**config.mk**
```make
export PLATFORM = sky130hd
export DESIGN_NAME = ornor_share_arbiter
export DESIGN_NICKNAME = d
export VERILOG_FILES = /design/src/rtl/ornor_share_arbiter.sv
export SDC_FILE = /design/constraint.sdc
export NUM_CORES = 1
export LEC_CHECK = 0
export ABC_CLOCK_PERIOD_IN_PS = 2550
export CORE_ASPECT_RATIO = 0.75
export CORE_MARGIN = 4
export CORE_UTILIZATION = 47
export DETAILED_ROUTE_END_ITERATION = 16
export GPL_ROUTABILITY_DRIVEN = 0
export PLACE_DENSITY_LB_ADDON = 0.05
export SETUP_SLACK_MARGIN = 0.5
export SYNTH_ARGS = -nofsm -noshare
export SYNTH_HDL_FRONTEND = slang
export SYNTH_SLANG_ARGS = --single-unit
```
**constraint.sdc**
```tcl
create_clock -name clk -period 2.55 [get_ports clk]
set_clock_uncertainty 0.15 [all_clocks]
set_input_delay 0.3825 -clock clk [delete_from_list [all_inputs] [get_ports clk]]
set_output_delay 0.3825 -clock clk [all_outputs]
set_load 0.05 [all_outputs]
```
**src/rtl/ornor_share_arbiter.sv**
```systemverilog
// Round-robin arbiter sharing one bitwise OR/NOR unit between two requesters.
// Define ORNOR_ARB_COUNT_EN to add per-requester completed-op counters (cnt0/cnt1).
module ornor_share_arbiter #(
   parameter int WIDTH = 4,
   parameter int CNT_W = 8
) (
   input  logic             clk,
   input  logic             reset_n,
   input  logic             req0,
   input  logic [WIDTH-1:0] a0,
   input  logic [WIDTH-1:0] b0,
   input  logic             sel0,
   input  logic             req1,
   input  logic [WIDTH-1:0] a1,
   input  logic [WIDTH-1:0] b1,
   input  logic             sel1,
   output logic             ack0,
   output logic             ack1,
   output logic [WIDTH-1:0] res,
   output logic             busy,
   output logic             grant
`ifdef ORNOR_ARB_COUNT_EN
   ,
   output logic [CNT_W-1:0] cnt0,
   output logic [CNT_W-1:0] cnt1
`endif
);

   typedef enum logic [1:0] {IDLE, EXEC, DONE} state_t;

   state_t           state, next_state;
   logic             prio;
   logic             winner;
   logic [WIDTH-1:0] op_a, op_b;
   logic             op_sel;
   logic [WIDTH-1:0] unit_or, unit_out;

   // Both requesting -> prio decides; otherwise whoever is asking (req1 alone -> 1).
   assign winner = (req0 && req1) ? prio : req1;

   // Shared datapath sees only the latched operands.
   assign unit_or  = op_a | op_b;
   assign unit_out = op_sel ? unit_or : ~unit_or;

   always_ff @(posedge clk or negedge reset_n) begin
      if (!reset_n) state <= IDLE;
      else          state <= next_state;
   end

   always_comb begin
      next_state = state;
      case (state)
         IDLE:    if (req0 || req1) next_state = EXEC;
         EXEC:    next_state = DONE;
         DONE:    next_state = IDLE;
         default: next_state = IDLE;
      endcase
   end

   assign ack0 = (state == DONE) && !grant;
   assign ack1 = (state == DONE) &&  grant;
   assign busy = (state != IDLE);

   always_ff @(posedge clk or negedge reset_n) begin
      if (!reset_n) begin
         op_a   <= '0;
         op_b   <= '0;
         op_sel <= 1'b0;
         grant  <= 1'b0;
         prio   <= 1'b0;
         res    <= '0;
      end else begin
         case (state)
            IDLE: if (req0 || req1) begin
               op_a   <= winner ? a1   : a0;
               op_b   <= winner ? b1   : b0;
               op_sel <= winner ? sel1 : sel0;
               grant  <= winner;
            end
            EXEC: res  <= unit_out;
            DONE: prio <= ~grant;
            default: ;
         endcase
      end
   end

`ifdef ORNOR_ARB_COUNT_EN
   always_ff @(posedge clk or negedge reset_n) begin
      if (!reset_n) begin
         cnt0 <= '0;
         cnt1 <= '0;
      end else if (state == DONE) begin
         if (grant) cnt1 <= cnt1 + 1'b1;
         else       cnt0 <= cnt0 + 1'b1;
      end
   end
`endif

endmodule

```
# == Word level (Yosys, flattened, before mapping) ==
# Cells that the tools add are included.
# word_totals
register_bits,17
inputBits,22
out_inout_bits,8
elab_cells,28
# op_classes
eq_ne,3
n_mux,7
bitwise_logic,3
reduce_logical,8
# op_table
cell,n
$mux 4,3
$not 4->4,1
$or 4x4->4,1
$pmux 2 s2,1
$logic_and 1x1->1,3
$eq 2x1->1 const B,1
$eq 2x2->1 const B,1
$logic_not 2->1,1
$mux 1,2
$mux 2,1
$ne 2x2->1 const B,1
$reduce_and 2->1,1
$reduce_bool 2->1,1
$logic_not 1->1,1
$logic_or 1x1->1,1
$not 1->1,1

# == Depth between registers and ports, before layout ==
# depth
ltp_word,3
depth_mapped,5
mapped_depth_nobuf,3

# == Worst setup path before layout ==
# OpenSTA, ideal clock, no wires.
# synth_timing
kind,flip-flop to output port
start,register grant
end,output ack1
t_arrival_ps,1166
required_ps,2017
slack_ps,851
path_stages_with_launch,2
path_buffers,0
path_cell_list,dfrtp_1 and3_1
# synth_between
elab_chain_len,1
# synth_rtl
element,line,rtl
"start, declared",21,output logic grant
"start signal, assigned",78,grant <= winner;
$logic_and 1x1->1,61,assign ack1 = (state == DONE) && grant;
"end, declared",18,"output logic ack1,"
# No other way between the ends.

# == Worst setup path after layout ==
# layout_timing
start,register res[0]
end,output res[0]
# layout_lines
element,line,rtl
"start, declared",19,"output logic [WIDTH-1:0] res,"
"start signal, assigned",80,EXEC: res <= unit_out;
# No word-level cell between the ends.

==> impl_metrics.py <==
metrics = {
    "die": {
        "initial_core_util": 0.508,
        "die_x_um": 58.6,
        "core_region_area_um2": 1770,
        "num_rows": 13,
        "num_io_pins": 30,
        "dieHeight_um": 45.9,
        "die_area_um2": 2690,
    },
    "worst_setup_path": {
        "cp_max_fo": 2,
        "reg2reg_setup_slack_ps": 1080,
        "ff2ff_path_depth": 3,
        "path_class": "flop to primary output",
        "crit_family": "buffers and inverters",
        "critical_path_depth": 1,
        "worst-path-buf-inv": 1,
        "crit_chain": "clkdlybuf4s50_1",
        "cp-start-kind": "flop",
        "r2r-end": "op_sel",
        "crit_path_top_delay_cell": "clkdlybuf4s50_1",
        "arrival_ps": 1460,
        "slowest_delay_ps": 800,
        "r2r_start": "prio",
        "critPathRequiredTime_ps": 2020,
        "endpoint_kind": "primary output",
    },
    "pwr": {
        "power_frac_comb": 0.559,
        "power_leakage_nw": 0.507,
        "seq_power_share": 0.341,
        "fin_total_pwr_w": 0.00147,
        "pwr-share-clk": 0.100,
        "max-vdd-ir-drop_v": 0.000757,
        "swShare": 0.466,
        "switching_power_w": 0.000683,
        "p_per_area_nw_per_um2": 1220,
        "internal-power_w": 0.000783,
    },
    "synthesis": {
        "ys_warn_count": 0,
        "ys_ff_latch": 17,
        "netlist_area_um2": 901,
        "syn_area_per_cell_um2": 9.69,
        "synth.yosys.seq_area_share": 0.472,
        "synthCells": 93,
        "syn-num-nets": 115,
        "synth_cell_types": 21,
    },
    "timing": {
        "worst_pin_slew_ps": 728,
        "rsz0062_at_grt": "false",
        "drv_slew": 0,
        "relSlewSlack": 0.513,
        "fin_crit_ps": 1990,
        "setup-violations-final": 0,
        "finalHoldViolCount": 0,
        "fmax_mhz": 503,
        "timing.setup.tns_ps": 0,
        "post-route-period-util": 0.780,
    },
    "placed_design": {
        "numPortBuffers": 29,
        "dpl.hpwl_um": 1370,
    },
    "min_path": {
        "holdPathStages": 2,
        "min_path_type": "flop to flop",
        "worstHoldStart": "res[1]",
        "hold_end": "res[1]",
    },
    "cts": {
        "worstSkewPairLatency_ps": 300,
        "cts_buffer_depth": 2,
        "numCtsBuffers": 3,
        "cts_tree": "built",
        "post_cts_resized": 3,
        "ctsHoldBuffers": 0,
        "clk_pin_slew_ps": 100,
        "clock-root-buffer": "clkbuf_4",
        "cts_max_level": 1,
        "cts.sinks": 17,
        "postCtsSetupRepairBufs": 0,
    },
    "detailed_routing": {
        "post_drt_wl_per_cell_um": 13.2,
        "dr_total_vias": 764,
        "drc_errors": 0,
        "drt_iter0_markers": 25,
        "wirelength_um": 1880,
        "ant_nets": 0,
        "viasPerCell": 5.34,
        "first_pass_iters": 4,
    },
    "global_route": {
        "use_met1": 0.166,
        "globalRouteMet3Util": 0.0510,
        "gr-max-usage-layer": "met2",
        "track_usage": 0.144,
        "grt_max_degree": 18,
        "use_met2": 0.234,
        "grt_pass1_wl_um": 2680,
        "grt_overflow": 0,
        "antenna_found_initial": 0,
        "first_global_vias": 640,
    },
    "layout": {
        "final_common_cell": "clkdlybuf4s50_1",
        "syn2layout_area_growth_pct": 33.6,
        "fillers": 158,
        "nNetsFinal": 144,
        "num_antenna_cells": 0,
        "final_cell_mix": "clkdlybuf4s50_1 (24), dfrtp_1 (17), nand3_1 (10), a21oi_1 (10)",
        "drive_gt1_frac": 0.157,
    },
    "run_status": {
        "outcome": "complete, no violations",
    },
    "job": {
        "drv_cap": 0,
    },
}
[synthesized netlist by cell type]
library cell	number	area, µm²
and3_1	2	12.5
clkbuf_1	3	11.3
xnor2_1	4	35.0
nor2_1	6	22.5
or2_1	1	6.26
o21ai_1	5	25.0
dlygate4sd1_1	1	8.76
o21ai_0	9	45.0
nand3_1	10	50.1
and2_4	1	8.76
buf_1	1	3.75
nor2b_1	1	6.26
dfrtp_1	17	425
inv_1	3	11.3
buf_12	1	20.0
nand2b_1	2	12.5
a21oi_1	10	50.1
a31oi_2	9	113
buf_6	1	11.3
inv_2	2	7.51
nand2_1	4	15.0
[final cells by class]
type,count,area (µm²),area share
clock buffers,3,22.5,0.0187
clock inverters,1,5.00,0.00416
inverters,5,18.8,0.0156
multi-input cells,64,402,0.334
flip-flops and latches,17,425,0.353
well taps,22,27.5,0.0229
repair buffers,31,303,0.252
[registers in the layout, summed over array words and instances (netlist names)]
register  count
op_b          4
res           4
op_sel        1
op_a          4
prio          1
grant         1
state         2
[through the flow]
step           area, µm²  setup slack (ps)  utilization  hold slack (ps)  instances
2_1_floorplan        901               851            -            -63.1         93
3_3_place_gp        1180               622        0.665              317        139
3_5_place_dp        1180               591        0.665              329        139
4_1_cts             1200               526        0.678              353        143
5_1_grt             1200               501        0.679              379        143
6_report            1200               560        0.679              341        143
[power groups by stage]
| stage | clock, W | combinational (W) | sequential [W] |
|---|---|---|---|
| after floorplan | 0 | 0.000535 | 0.000611 |
| after global placement | 0 | 0.000836 | 0.000498 |
| after detailed placement | 0 | 0.000843 | 0.000506 |
| after CTS | 0.000151 | 0.000830 | 0.000501 |
| after global routing | 0.000160 | 0.000882 | 0.000521 |
| final | 0.000146 | 0.000820 | 0.000500 |
[how the worst max path moves through the flow]
stage               startpoint     end  slack [ps]
finish                  res[0]  res[0]         560
detailed placement    state[0]    ack1         590
floorplan                grant    ack1         850
global placement      state[0]    ack1         620
global route             grant    ack0         500
CTS                   state[0]    ack1         530
[tightest hold or removal path: stages (launching register included)]
cell     delay (ps)
dfrtp_1         350
nand2_1          50
o21ai_1          60
[cells by family (layout without fill, tap and decap cells)]
kind of cell | after synthesis | count (layout) | share of synthesized area
compound gates | 33 | 33 | 0.258
simple gates | 27 | 27 | 0.149
flops | 17 | 17 | 0.472
buf+inv | 12 | 40 | 0.0819
xor+xnor | 4 | 4 | 0.0389
[routing by layer]
metal	wire, µm	vias up
li1	-	379
met1	854	358
met2	839	22
met3	146	5
met4	41	0
met5	0	-
(Power assumes the default switching activity.)
